**src/rtl/minute_counter.sv**
```systemverilog
// minute_counter: seconds/minutes stage of the clock chain.
//   Counts seconds from a 1 Hz strobe, keeps minutes 0-59 and emits a
//   one-cycle carry to the hour stage on the 59:59 -> 00:00 wrap. In set mode
//   the add/deduct buttons adjust minutes and seconds are held at 0.
// Ports:
//   clk      - system clock, rising edge
//   rst      - synchronous active-high reset
//   tick_1hz - one-cycle strobe per second, synchronous to clk
//   mode     - async switch, 0 = run, 1 = set
//   add      - async active-low button, increments minutes in set mode
//   deduct   - async active-low button, decrements minutes in set mode
//   minute   - registered one-cycle carry to the hour stage
//   sec      - seconds 0-59
//   min      - minutes 0-59
//   seg      - minute display, [6:0] ones digit, [13:7] tens digit

// minute_counter_debounce: 2-flop synchronizer, debouncer and press detector
// for one active-low button.
//   clk, rst  - as in the top module
//   btn_async - raw active-low button
//   press     - one-cycle pulse on each accepted 1 -> 0 transition
module minute_counter_debounce #(
    parameter int unsigned CYCLES = 250000
) (
    input  logic clk,
    input  logic rst,
    input  logic btn_async,
    output logic press
);
    localparam int unsigned CNT_W = $clog2(CYCLES + 1);
    localparam logic [CNT_W-1:0] CNT_LAST = CNT_W'(CYCLES - 1);

    logic             sync1_q, sync1_d;
    logic             sync2_q, sync2_d;
    logic             stable_q, stable_d;
    logic             press_q, press_d;
    logic [CNT_W-1:0] cnt_q, cnt_d;

    always_comb begin
        sync1_d  = btn_async;
        sync2_d  = sync1_q;
        stable_d = stable_q;
        cnt_d    = '0;
        // Level flips only after CYCLES consecutive samples differing from it;
        // any sample equal to the stable level restarts the window.
        if (sync2_q != stable_q) begin
            if (cnt_q == CNT_LAST) begin
                stable_d = sync2_q;
            end else begin
                cnt_d = cnt_q + 1'b1;
            end
        end
        press_d = stable_q & ~stable_d;
    end

    always_ff @(posedge clk) begin
        if (rst) begin
            sync1_q  <= 1'b1;
            sync2_q  <= 1'b1;
            stable_q <= 1'b1;
            press_q  <= 1'b0;
            cnt_q    <= '0;
        end else begin
            sync1_q  <= sync1_d;
            sync2_q  <= sync2_d;
            stable_q <= stable_d;
            press_q  <= press_d;
            cnt_q    <= cnt_d;
        end
    end

    assign press = press_q;
endmodule

// bin_to_bcd4: binary 0-63 to two 4-bit BCD digits (shift-and-add-3).
//   bin  - binary value
//   tens - tens digit
//   ones - ones digit
module bin_to_bcd4 (
    input  logic [5:0] bin,
    output logic [3:0] tens,
    output logic [3:0] ones
);
    logic [13:0] shift;

    always_comb begin
        shift      = '0;
        shift[5:0] = bin;
        for (int unsigned i = 0; i < 6; i++) begin
            for (int unsigned d = 0; d < 2; d++) begin
                if (shift[6 + 4*d +: 4] >= 4'd5) begin
                    shift[6 + 4*d +: 4] = shift[6 + 4*d +: 4] + 4'd3;
                end
            end
            shift = shift << 1;
        end
        ones = shift[9:6];
        tens = shift[13:10];
    end
endmodule

// led7_decoder: BCD digit to active-high segments {g,f,e,d,c,b,a}.
//   digit - BCD digit, values above 9 blank the display
//   seg   - segment drive
module led7_decoder (
    input  logic [3:0] digit,
    output logic [6:0] seg
);
    always_comb begin
        seg = 7'h00;
        case (digit)
            4'd0: seg = 7'h3F;
            4'd1: seg = 7'h06;
            4'd2: seg = 7'h5B;
            4'd3: seg = 7'h4F;
            4'd4: seg = 7'h66;
            4'd5: seg = 7'h6D;
            4'd6: seg = 7'h7D;
            4'd7: seg = 7'h07;
            4'd8: seg = 7'h7F;
            4'd9: seg = 7'h6F;
            default: seg = 7'h00;
        endcase
    end
endmodule

module minute_counter #(
    parameter int unsigned DEBOUNCE_CYCLES = 250000
) (
    input  logic        clk,
    input  logic        rst,
    input  logic        tick_1hz,
    input  logic        mode,
    input  logic        add,
    input  logic        deduct,
    output logic        minute,
    output logic [5:0]  sec,
    output logic [5:0]  min,
    output logic [13:0] seg
);
    logic       mode_s1_q, mode_s1_d;
    logic       mode_s2_q, mode_s2_d;
    logic [5:0] sec_q, sec_d;
    logic [5:0] min_q, min_d;
    logic       minute_q, minute_d;
    logic       add_press, deduct_press;
    logic [3:0] tens, ones;

    minute_counter_debounce #(.CYCLES(DEBOUNCE_CYCLES)) u_add_db (
        .clk       (clk),
        .rst       (rst),
        .btn_async (add),
        .press     (add_press)
    );

    minute_counter_debounce #(.CYCLES(DEBOUNCE_CYCLES)) u_deduct_db (
        .clk       (clk),
        .rst       (rst),
        .btn_async (deduct),
        .press     (deduct_press)
    );

    always_comb begin
        mode_s1_d = mode;
        mode_s2_d = mode_s1_q;
        sec_d     = sec_q;
        min_d     = min_q;
        minute_d  = 1'b0;
        if (mode_s2_q) begin
            sec_d = '0;
            // Simultaneous add and deduct cancel out.
            if (add_press && !deduct_press) begin
                min_d = (min_q >= 6'd59) ? 6'd0 : min_q + 6'd1;
            end else if (deduct_press && !add_press) begin
                min_d = (min_q == 6'd0 || min_q > 6'd59) ? 6'd59 : min_q - 6'd1;
            end
        end else if (tick_1hz) begin
            if (sec_q >= 6'd59) begin
                sec_d = '0;
                if (min_q >= 6'd59) begin
                    min_d    = '0;
                    minute_d = 1'b1;
                end else begin
                    min_d = min_q + 6'd1;
                end
            end else begin
                sec_d = sec_q + 6'd1;
            end
        end
    end

    always_ff @(posedge clk) begin
        if (rst) begin
            mode_s1_q <= 1'b1;
            mode_s2_q <= 1'b1;
            sec_q     <= '0;
            min_q     <= '0;
            minute_q  <= 1'b0;
        end else begin
            mode_s1_q <= mode_s1_d;
            mode_s2_q <= mode_s2_d;
            sec_q     <= sec_d;
            min_q     <= min_d;
            minute_q  <= minute_d;
        end
    end

    bin_to_bcd4 u_bcd (
        .bin  (min_q),
        .tens (tens),
        .ones (ones)
    );

    led7_decoder u_ones (
        .digit (ones),
        .seg   (seg[6:0])
    );

    led7_decoder u_tens (
        .digit (tens),
        .seg   (seg[13:7])
    );

    assign minute = minute_q;
    assign sec    = sec_q;
    assign min    = min_q;
endmodule

```
**config.mk**
```make
export PLATFORM = sky130hd
export DESIGN_NAME = minute_counter
export DESIGN_NICKNAME = d
export VERILOG_FILES = /design/src/rtl/minute_counter.sv
export SDC_FILE = /design/constraint.sdc
export NUM_CORES = 1
export LEC_CHECK = 0
export ABC_CLOCK_PERIOD_IN_PS = 6300
export CAP_MARGIN = 20
export CORE_MARGIN = 2
export CORE_UTILIZATION = 57
export CTS_CLUSTER_DIAMETER = 200
export DETAILED_ROUTE_END_ITERATION = 8
export GPL_TIMING_DRIVEN = 0
export PLACE_DENSITY = 0.81
export SYNTH_ARGS = -nofsm -noshare
export SYNTH_HDL_FRONTEND = slang
export SYNTH_SLANG_ARGS = --single-unit
```
**constraint.sdc**
```tcl
create_clock -name clk -period 6.3 [get_ports clk]
set_input_delay 0.63 -clock clk [delete_from_list [all_inputs] [get_ports clk]]
set_output_delay 0.63 -clock clk [all_outputs]
set_load 0.03 [all_outputs]
```
=== Yosys cells after proc, flatten, opt, wreduce, memory -nomap -nowiden ===
Memory sizes are Yosys's and may differ from the RTL's.
Cells that the tools add are included.
W data, S select, Z words.

* Add/subtract/negate cells: 14
* Multiply operators: 0
* Div/mod/pow operators: 0
* $lt $le $gt $ge: 12
* Eq/ne operators: 5
* Shifts and indexed selects: 0
* Mux-type cells: 22
* Bitwise gates (word level): 8
* Reductions and logical operators: 13

{| class="wikitable"
|+ Operators by type and width
! operator !! number
|-
| $mux W6 || 8
|-
| $add A18 B1 Y18 const B || 2
|-
| $eq A18 B18 Y1 const B || 2
|-
| $ge A4 B3 Y1 const B || 7
|-
| $add A4 B2 Y4 const B || 4
|-
| $mux W4 || 4
|-
| $mux W3 || 5
|-
| $add A6 B1 Y6 const B || 2
|-
| $ge A6 B6 Y1 const B || 2
|-
| $add A3 B2 Y3 const B || 3
|-
| $gt A6 B6 Y1 const B || 1
|-
| $logic_not A6 Y1 || 1
|-
| $not A1 Y1 || 6
|-
| $reduce_or A3 Y1 || 2
|-
| $sub A6 B1 Y6 const B || 1
|-
| $mux W1 || 5
|-
| $reduce_bool A2 Y1 || 2
|-
| $reduce_or A4 Y1 || 1
|-
| $add A1 B2 Y3 const AB || 1
|-
| $add A1 B2 Y3 const B || 1
|-
| $ge A1 B3 Y1 const AB || 1
|-
| $ge A1 B3 Y1 const B || 1
|-
| $ne A3 B1 Y1 const B || 1
|-
| $reduce_and A3 Y1 || 1
|-
| other kinds (6) || 10
|}

* Flip-flop bits (word level): 59
* Bits in latches: 0
* Memory bits (writable): 0
* ROM bits: 224
* Bits of input ports: 6
* Output and inout port bits: 27
* Memories kept: 2

{| class="wikitable"
|+ Memory list
! memory !! depth !! bits a word !! read ports !! clocked after memory_dff !! write ports !! RTL line !! source
|-
| (no name shown) || 16 || 7 || 1 || 0 || 0 || 111 || <nowiki>case (digit)</nowiki>
|-
| (no name shown) || 16 || 7 || 1 || 0 || 0 || 111 ||
|}

=== Longest topological paths before layout ===
Gate-level depths: netlist of the first run.
An unclocked memory read counts as a cell.

* Depth in word-level cells: 11
* Mapped depth: 18
* Gate-level depth less buffers: 17

=== Hierarchy ===
From an unflattened synthesis of the first run, not the netlist that was laid out.

* Cell total of the unflattened synthesis: 436
* Area, all modules: 3,857.4 um^2

{| class="wikitable"
|+ Modules (own cells, without submodules)
! module !! times used !! cells an instance !! area each (um^2) !! seq. area each (um^2)
|-
| minute_counter_debounce || 2 || 106 || 1,004.7 || 440.4
|-
| minute_counter || 1 || 111 || 989.7 || 300.3
|-
| bin_to_bcd4 || 1 || 59 || 437.9 || 0.0
|-
| led7_decoder (u_tens) || 1 || 28 || 219.0 || 0.0
|-
| led7_decoder (u_ones) || 1 || 26 || 201.4 || 0.0
|}

=== Worst setup path before layout of the first run ===
No wires, ideal clock.

* Path kind: reg-to-output
* From: reg min_q[4], in the netlist min[4]
* To: out seg[5]
* Data arrival time: 4.456 ns
* Data required time: 5.670 ns
* Path slack: 1.214 ns
* Stages on the path, launching flop included: 18
* Buffers on the path: 1
* Path through: dfxtp_1 -> buf_6 -> inv_1 -> ha_1 -> o21ai_1 -> xnor2_1 -> ha_1 -> nand2b_1 -> a32oi_4 -> xnor2_1 -> inv_1 -> ha_1 -> nor2b_1 -> o31ai_2 -> nor2b_2 -> xnor2_1 -> ha_1 -> o32ai_1

* Word-level cells in the longest chain between the ends: 9
* Elaborated cells on any way between the ends: 13

{| class="wikitable"
|+ Ends and longest elaborated chain
! element !! RTL line !! source
|-
| start: declaration || 144 || <nowiki>logic [5:0] min_q, min_d;</nowiki>
|-
| start signal: assignment || 203 || <nowiki>min_q <= min_d;</nowiki>
|-
| $add A4 B2 Y4 / $ge A4 B3 Y1 (equally long branches) || 92, 91 ||
|-
| $mux W4 (*) || 91 || <nowiki>if (shift[6 + 4*d +: 4] >= 4'd5) begin</nowiki>
|-
| $add A4 B2 Y4 / $ge A4 B3 Y1 (equally long branches) || 92, 91 ||
|-
| $mux W4 (*) || 91 ||
|-
| $add A4 B2 Y4 / $ge A4 B3 Y1 (equally long branches) || 92, 91 ||
|-
| $mux W4 (*) || 91 ||
|-
| $ge A4 B3 Y1 / $add A4 B2 Y4 (equally long branches) || 91, 92 ||
|-
| $mux W4 (*) || 91 ||
|-
| $mem_v2 Z16 W7 (*) || - ||
|-
| end: declaration || 139 || <nowiki>output logic [13:0] seg</nowiki>
|}

Every way passes the cells marked *; elsewhere a longest branch is shown, timed or not.

=== Worst setup path after layout of the first run ===
* From: reg min_q[4], in the netlist min[4]
* To: out seg[6]

Same word-level chain as after synthesis.

==> results of run 1 <==
==> worst reg2reg max path, cell delays in order, from the launching register on <==
cell                       delay, ns
sky130_fd_sc_hd__dfxtp_1        0.39
sky130_fd_sc_hd__clkbuf_1       0.43
sky130_fd_sc_hd__inv_1          0.17
sky130_fd_sc_hd__ha_1           0.22
sky130_fd_sc_hd__a22oi_1        0.30
sky130_fd_sc_hd__o21ai_1        0.19
sky130_fd_sc_hd__a311oi_1       0.33
sky130_fd_sc_hd__nor3_1         0.09
==> cell type report <==
| type | instances | share of cell area (%) |
|---|---|---|
| multi-input cells | 301 | 52.0 |
| flip-flops and latches | 59 | 30.0 |
| repair buffers | 32 | 8.15 |
| clock buffers | 13 | 4.30 |
| well taps | 72 | 2.29 |
| plain buffers | 13 | 1.69 |
| inverters | 14 | 1.34 |
| clock inverters | 2 | 0.255 |
==> cells by family after synthesis <==
| kind of cell | count (synthesis) |
|---|---|
| muxes | 10 |
| buffers and inverters | 27 |
| xor gates and xnor gates | 44 |
| and+or+nand+nor | 173 |
| AOI/OAI and AO/OA | 52 |
| adders and majority gates | 22 |
| DFF | 59 |
==> flip-flops by register name, summed over array words and instances (netlist names) <==
signal / cells
mode_s1_q: 1
u_add_db.sync2_q: 1
u_add_db.cnt_q: 18
u_add_db.sync1_q: 1
u_add_db.stable_q: 1
u_deduct_db.sync1_q: 1
min: 6
sec: 6
u_deduct_db.cnt_q: 18
u_deduct_db.stable_q: 1
minute: 1
u_deduct_db.press: 1
mode_s2_q: 1
u_deduct_db.sync2_q: 1
u_add_db.press: 1
==> cell usage after synthesis (all sizes together) (2+ instances only) <==
library cell	instances	area, µm²
a211oi	2	15.0
a21oi	11	55.1
a311oi	2	17.5
a31oi	5	31.3
a32oi	2	43.8
and2	3	18.8
and3	7	43.8
and4	5	43.8
buf	5	36.3
clkbuf	8	30.0
dfxtp	59	1180
ha	22	275
inv	14	52.6
mux2	4	48.8
mux2i	6	60.1
nand2	37	139
nand2b	4	25.0
nand3	13	65.1
nand3b	2	15.0
nand4	10	68.8
nor2	57	214
nor2b	4	27.5
nor3	8	40.0
nor4	7	43.8
nor4b	2	32.5
o211ai	4	30.0
o21ai	13	65.1
or2	6	37.5
or3	5	36.3
xnor2	23	201
xor2	21	184
==> how the worst max path moves through the flow <==
stage	cells past startpoint	start	end	slack, ns
3_3_place_gp	19	min[4]	seg[6]	0.66
6_report	19	min[4]	seg[6]	0.41
3_5_place_dp	19	min[4]	seg[6]	0.56
5_1_grt	19	min[4]	seg[6]	0.05
2_1_floorplan	17	min[4]	seg[5]	1.21
4_1_cts	19	min[4]	seg[6]	0.18
==> routing by layer <==
metal	wire length, µm	global-route usage (%)	vias to the layer above
met1	2950	25.5	1299
met3	312	5.51	13
met5	0	0	-
met4	94	6.95	0
met2	3030	36.1	70
li1	-	-	1434
==> timing repair <==
item,CTS,global route
resized for setup,0,2
hold buffers,0,0
setup endpoints to repair,0,1
==> stage by stage <==
stage	hold slack, ns	instance area, µm²	power (W)
2_1_floorplan	0.389	3330	0.000393
5_1_grt	0.420	3930	0.000727
6_report	0.407	3930	0.000696
3_3_place_gp	0.391	3740	0.000399
3_5_place_dp	0.394	3740	0.000399
4_1_cts	0.408	3920	0.000705
==> report_power, final <==
| group | switching [W] | leakage (nW) | internal [W] |
|---|---|---|---|
| clock network | 0.000134 | 0.0953 | 0.000171 |
| registers | 0.00000106 | 0.477 | 0.000375 |
| logic | 0.00000817 | 0.905 | 0.00000650 |
| total | 0.000143 | 1.48 | 0.000553 |
==> cells in the final DEF, fill, tap and decap left out, types with 3 or more instances in the layout <==
cell type / netlist / routed
sky130_fd_sc_hd__xnor2_1: 23 / 21
sky130_fd_sc_hd__xor2_1: 21 / 21
sky130_fd_sc_hd__nand2_1: 37 / 37
sky130_fd_sc_hd__nor2_1: 57 / 57
sky130_fd_sc_hd__nand3_1: 13 / 13
sky130_fd_sc_hd__or3_1: 4 / 4
sky130_fd_sc_hd__clkbuf_1: 8 / 9
sky130_fd_sc_hd__inv_1: 14 / 14
sky130_fd_sc_hd__or2_2: 6 / 6
sky130_fd_sc_hd__nor2b_1: 3 / 3
sky130_fd_sc_hd__clkdlybuf4s50_1: 0 / 32
sky130_fd_sc_hd__ha_1: 22 / 22
sky130_fd_sc_hd__o21ai_0: 6 / 6
sky130_fd_sc_hd__a31oi_1: 5 / 5
sky130_fd_sc_hd__nor3_1: 8 / 8
sky130_fd_sc_hd__and2_1: 3 / 3
sky130_fd_sc_hd__nand4_1: 9 / 9
sky130_fd_sc_hd__and4_1: 5 / 5
sky130_fd_sc_hd__o21ai_1: 7 / 7
sky130_fd_sc_hd__and3_1: 7 / 7
sky130_fd_sc_hd__a21oi_1: 11 / 11
sky130_fd_sc_hd__nand2b_1: 4 / 4
sky130_fd_sc_hd__mux2_2: 3 / 3
sky130_fd_sc_hd__mux2i_1: 6 / 6
sky130_fd_sc_hd__dfxtp_1: 59 / 59
sky130_fd_sc_hd__o211ai_1: 4 / 4
sky130_fd_sc_hd__clkbuf_8: 0 / 12
sky130_fd_sc_hd__nor4_1: 7 / 7
==> flow_summary.rst, run 1 <==
.. list-table::
   :header-rows: 1

   * - Metric
     - Value
   * - Result of the run
     - finished, final reports clean
   * - I/O pin count
     - 33
   * - Number of global-route vias before repair
     - 2580
   * - Max capacitance violation total
     - 0
   * - Filler cell count
     - 455
   * - Antenna violation net count after detailed routing
     - 0
   * - Cell area after synthesis
     - around 3300 µm²
   * - Cell repeated most along the worst path
     - sky130_fd_sc_hd__ha_1
   * - Series of cell instances along the critical path
     - buf_6, inv_1, ha_1, o21ai_1, xnor2_1, ha_1, nand2b_1, a32oi_4, xnor2_2, inv_1, ha_1, nor2b_1, o31ai_2, nor2b_2, xnor2_2, ha_1, or3b_2, and4_1, clkdlybuf4s50_1
   * - Worst ir drop on vdd
     - 0.138 mV
   * - R2R Setup Slk
     - between 4 and 5 ns
   * - Worst min-delay path endpoint
     - u_deduct_db.sync2_q
   * - Largest net degree at the start of global routing
     - 11
   * - Per-instance average area after synthesis
     - 8.60 µm²
   * - Number of distinct library cell variants in the gate-level netlist after synthesis
     - 56
   * - Capturing element type of the critical path
     - primary output
   * - Area of the core
     - 5570 µm²
   * - CP delay by family, top
     - simple AND/OR/NAND/NOR gates
   * - Total power per unit cell area
     - approximately 180 nW/µm²
   * - Die W
     - 80.4 µm
   * - Weighted congestion at the end of routability-driven global placement
     - 0.791
   * - Critical R2R Capture
     - min[3]
   * - Number of port buffers
     - 32
   * - Number of antenna diodes
     - 0
   * - Latest clock arrival within the worst-skew pair
     - 0.33 ns
   * - Startpoint-to-endpoint class of the critical path
     - flip-flop to primary output
   * - Cell count of the worst hold path
     - 1
   * - Post-synthesis simple-gate area fraction
     - a little over a quarter
   * - Initial DRT Pass Iterations
     - 4
   * - CP Buf/Inv Count
     - 4
   * - Core Rows
     - 27
   * - Average wire length per cell after detail routing
     - between 10 and 15 µm
   * - CTS buffer count
     - 9
   * - WP data arrival
     - 5.26 ns
   * - Synthesized-area fraction occupied by ao, oa, aoi and oai cells
     - 11.5%
   * - Final worst-path cycle share
     - 93.5%
   * - Setup violations, final
     - 0
   * - Die height
     - 80.4 µm
   * - Mux share of post-synthesis cell area
     - 3.27%
   * - P&R area growth vs syn
     - 18.2%
   * - Period minus WS final
     - 5.89 ns
   * - Clock sink total
     - 59
   * - CP peak stage delay
     - 0.58 ns
   * - RSZ-0062 raised after global routing
     - no
   * - Sum of negative setup slack
     - 0 ns
   * - Setup repair bufs after CTS
     - 0
   * - Synth Register Bits
     - 59
   * - Maximum fanout along the worst path
     - 10
   * - HPWL Detailed
     - 4730 µm
   * - Maximum frequency from static timing analysis
     - approximately 0.17 GHz
   * - Total routed wirelength
     - 6390 µm
   * - Maximum level of the CTS H-tree
     - 3
   * - Total Routing Usage GR
     - 21.0%
   * - Max-slew violation total from the final report
     - 0
   * - Setup slack of the critical path after layout
     - 0.409 ns
   * - Main combinational cell family by area after synthesis
     - simple AND/OR/NAND/NOR gates
   * - Filler-free cell count of the finished design
     - between 500 and 600
   * - Placement Setup Slack
     - 0.556 ns
   * - Hold wc startpoint
     - u_deduct_db.sync1_q
   * - Critical Path RT
     - between 5 and 6 ns
   * - Count of placed standard cells including taps
     - 491
   * - Via density
     - 5.57
   * - Worst-margin pin slew
     - 0.632 ns
   * - Post-synthesis cell count
     - 387
   * - YS warnings
     - 0
   * - Share of layout cells above drive strength 1
     - 9.22%
   * - Drt drc
     - 0
   * - Clock tree from TritonCTS
     - done
   * - DR vias
     - 2816
   * - Iteration-0 DRC Markers
     - 145
   * - Clock Skew
     - 0.00619 ns
   * - Critical register-to-register path startpoint
     - min[1]
   * - Initial antenna violation count
     - 0
   * - Count of endpoints failing hold in the final timing report
     - 0
   * - Number of enable-type register cells in the synthesized netlist
     - 0
   * - Utilization after layout
     - between 70 and 80%
   * - FF+latch area
     - roughly 1200 µm²
   * - Post-layout nets
     - 458
   * - Post-Syn Nets
     - 415
   * - Static leakage power
     - 1.48 nW
   * - Remaining max-slew budget at the tightest pin
     - ~58%
   * - Register area share after synthesis
     - 35.5%
   * - Die Outline Area
     - ~6500 µm²
   * - Type of the most critical hold path
     - flip-flop to flip-flop
   * - Slowest stage cell on the critical path
     - sky130_fd_sc_hd__clkdlybuf4s50_1
   * - Async SR Flop Fraction
     - 0%
   * - Global-route wire length before repair
     - 10900 µm
   * - Maximum count of clock buffers along a single path
     - 2
   * - Clk slew on worst S/H paths
     - around 0.06 ns
   * - Combined area of the multi-input logic cells
     - 2040 µm²
   * - Primary flip-flop cell chosen by synthesis mapping
     - sky130_fd_sc_hd__dfxtp_1
   * - Cell at the root of the clock tree
     - sky130_fd_sc_hd__clkbuf_8
   * - Post-Synth Adder-Cell Area
     - under 10%
   * - Xor and xnor fraction of the mapped netlist area
     - 11.6%
   * - Starting density of the core
     - approximately three fifths
   * - Worst Reg2Reg Path Length in Cells
     - 7
   * - Critical path launch point type
     - flip-flop
   * - GR Overflow Total
     - 0
(Power assumes the default switching activity.)
==> run 2: changes to the inputs <==
Settings changed: CORE_UTILIZATION 57 to 35, PLACE_DENSITY 0.81 to 0.54.
==> flow_summary.rst, run 2 (same netlist as run 1, synthesis figures left out) <==
.. list-table::
   :header-rows: 1

   * - Metric
     - Value
   * - Result of the run
     - finished, final reports clean
   * - Commonest cells after routing, fill and taps aside
     - sky130_fd_sc_hd__dfxtp_1, sky130_fd_sc_hd__nor2_1, sky130_fd_sc_hd__nand2_1
   * - Maximum frequency from static timing analysis
     - 0.170 GHz
   * - Cell at the root of the clock tree
     - sky130_fd_sc_hd__clkbuf_8
   * - Maximum count of clock buffers along a single path
     - 2
   * - Die W
     - 102 µm
   * - R2R Setup Slk
     - 4.09 ns
   * - Die height
     - 102 µm
   * - Die Outline Area
     - 10300 µm²
   * - Filler cell count
     - roughly 940
   * - Maximum level of the CTS H-tree
     - 3
   * - CTS buffer count
     - 9
   * - Post-layout nets
     - roughly 460
   * - Worst ir drop on vdd
     - 0.135 mV
   * - Clock tree from TritonCTS
     - done
   * - Number of antenna diodes
     - 0
   * - Critical R2R Capture
     - min[5]
   * - Drt drc
     - 0
   * - Antenna violation net count after detailed routing
     - 0
   * - Largest registers
     - u_add_db.cnt_q (18), u_deduct_db.cnt_q (18)
   * - Core Rows
     - 35
   * - Largest net degree at the start of global routing
     - 11
   * - Critical register-to-register path startpoint
     - min[1]
   * - Weighted congestion at the end of routability-driven global placement
     - about 0.76
   * - Capturing element type of the critical path
     - primary output
   * - Type of the most critical hold path
     - flip-flop to flip-flop
   * - Maximum fanout along the worst path
     - 10
   * - Area of the core
     - approximately 9200 µm²
   * - Sum of negative setup slack
     - 0 ns
   * - Worst-margin pin slew
     - 0.618 ns
   * - Max-slew violation total from the final report
     - 0
   * - Critical path launch point type
     - flip-flop
   * - I/O pin count
     - 33
   * - Setup violations, final
     - 0
   * - Max capacitance violation total
     - 0
   * - Total routed wirelength
     - 6510 µm
   * - Leading cell type in the layout, fill and taps excluded
     - sky130_fd_sc_hd__dfxtp_1
   * - Clk slew on worst S/H paths
     - 0.07 ns
   * - Hold wc startpoint
     - u_add_db.sync1_q
   * - FF+latch area
     - about 1200 µm²
   * - Combined area of the multi-input logic cells
     - approximately 2000 µm²
   * - Critical Path RT
     - 5.67 ns
   * - Clock sink total
     - between 50 and 60
   * - Latest clock arrival within the worst-skew pair
     - 0.33 ns
   * - Total power per unit cell area
     - 189 nW/µm²
   * - GR Overflow Total
     - 0
   * - HPWL Detailed
     - 4820 µm
   * - Count of endpoints failing hold in the final timing report
     - 0
   * - Static leakage power
     - 1.49 nW
   * - WP data arrival
     - 5.26 ns
   * - Worst min-delay path endpoint
     - u_add_db.sync2_q
   * - Utilization after layout
     - 43.8%
   * - Share of layout cells above drive strength 1
     - 9.68%
   * - Remaining max-slew budget at the tightest pin
     - 58.5%
   * - Clock Skew
     - 0.0105 ns
   * - Number of global-route vias before repair
     - around 2500
   * - Cell count of the worst hold path
     - 1
   * - RSZ-0062 raised after global routing
     - no
   * - Worst Reg2Reg Path Length in Cells
     - 7
   * - Initial antenna violation count
     - 0
   * - Period minus WS final
     - 5.89 ns
   * - Average wire length per cell after detail routing
     - 11.6 µm
   * - Iteration-0 DRC Markers
     - 45
   * - Initial DRT Pass Iterations
     - 4
   * - Total Routing Usage GR
     - about an eighth
   * - Final worst-path cycle share
     - 93.5%
   * - Startpoint-to-endpoint class of the critical path
     - flip-flop to primary output
   * - Global-route wire length before repair
     - 11100 µm
   * - Via density
     - 4.78
   * - P&R area growth vs syn
     - 21.6%
   * - Number of port buffers
     - 32
   * - DR vias
     - 2690
   * - Starting density of the core
     - a little over a third
==> run 2: changes by cell type in the layout (fill, tap and decap cells not counted), sizes merged <==
cell	before	now
clkinvlp	0	1
bufinv	0	2
clkbuf	21	18
==> run 2: metrics by stage <==
stage / std cells / worst slack [ns] / cell area [µm²] / total power (W) / hold slack (ns)
after floorplan: 387 / 1.21 / 3330 / 0.000393 / 0.389
after global placement: 548 / 0.554 / 3810 / 0.000399 / 0.395
after detailed placement: 548 / 0.516 / 3810 / 0.000399 / 0.396
after CTS: 563 / 0.139 / 4030 / 0.000778 / 0.406
after global routing: 563 / 0.0880 / 4050 / 0.000799 / 0.415
final: 563 / 0.410 / 4050 / 0.000765 / 0.399
==> run 2: metal layers <==
metal / wire [µm] / vias up / global-route usage (%)
met3: 190 / 7 / 3.24
met5: 0 / - / 0
met4: 82 / 0 / 4.68
li1: - / 1437 / -
met2: 2960 / 34 / 21.1
met1: 3270 / 1212 / 17.6
==> run 2: worst max-delay path, stage by stage, from the launching register on <==
cell	delay, ns
sky130_fd_sc_hd__dfxtp_1	0.41
sky130_fd_sc_hd__buf_6	0.17
sky130_fd_sc_hd__inv_1	0.07
sky130_fd_sc_hd__ha_1	0.24
sky130_fd_sc_hd__o21ai_1	0.21
sky130_fd_sc_hd__xnor2_2	0.17
sky130_fd_sc_hd__ha_1	0.25
sky130_fd_sc_hd__nand2b_1	0.12
sky130_fd_sc_hd__a32oi_4	0.35
sky130_fd_sc_hd__xnor2_2	0.22
sky130_fd_sc_hd__inv_1	0.13
sky130_fd_sc_hd__ha_1	0.25
sky130_fd_sc_hd__nor2b_1	0.16
sky130_fd_sc_hd__o31ai_2	0.32
sky130_fd_sc_hd__nor2b_2	0.14
sky130_fd_sc_hd__xnor2_2	0.23
sky130_fd_sc_hd__ha_1	0.24
sky130_fd_sc_hd__or3b_2	0.44
sky130_fd_sc_hd__and4_1	0.19
sky130_fd_sc_hd__clkdlybuf4s50_1	0.59
==> run 2: timing repair <==
item | 4_1_cts | 5_1_grt
endpoints found under the setup margin | 0 | 1
setup buffers | 0 | 0
resized for setup | 0 | 3
hold buffers | 0 | 0
hold endpoints to repair | 0 | 0
==> run 2: how the worst max path moves through the flow <==
stage               endpoint  depth (start not counted)  slack [ns]  startpoint
floorplan             seg[5]                         17        1.21      min[4]
global placement      seg[6]                         19        0.55      min[4]
detailed placement    seg[6]                         19        0.52      min[4]
CTS                   seg[6]                         19        0.14      min[4]
global route          seg[6]                         19        0.09      min[4]
finish                seg[6]                         19        0.41      min[4]
==> run 2: layout make-up <==
| type | instances | share of cell area (%) |
|---|---|---|
| buffer | 13 | 1.64 |
| sequential | 59 | 29.2 |
| inverter | 14 | 1.30 |
| tap | 129 | 3.99 |
| clock buffer | 10 | 3.40 |
| timing repair buffer | 32 | 7.91 |
| multi-input combinational | 301 | 50.7 |
| clock inverter | 5 | 1.92 |
==> run 2: power breakdown <==
group | leakage, nW | internal (W) | switching [W] | total (W)
registers | 0.477 | 0.000375 | 0.00000109 | 0.000376
clock network | 0.108 | 0.000230 | 0.000145 | 0.000375
logic | 0.909 | 0.00000650 | 0.00000797 | 0.0000145
total | 1.49 | 0.000612 | 0.000154 | 0.000765
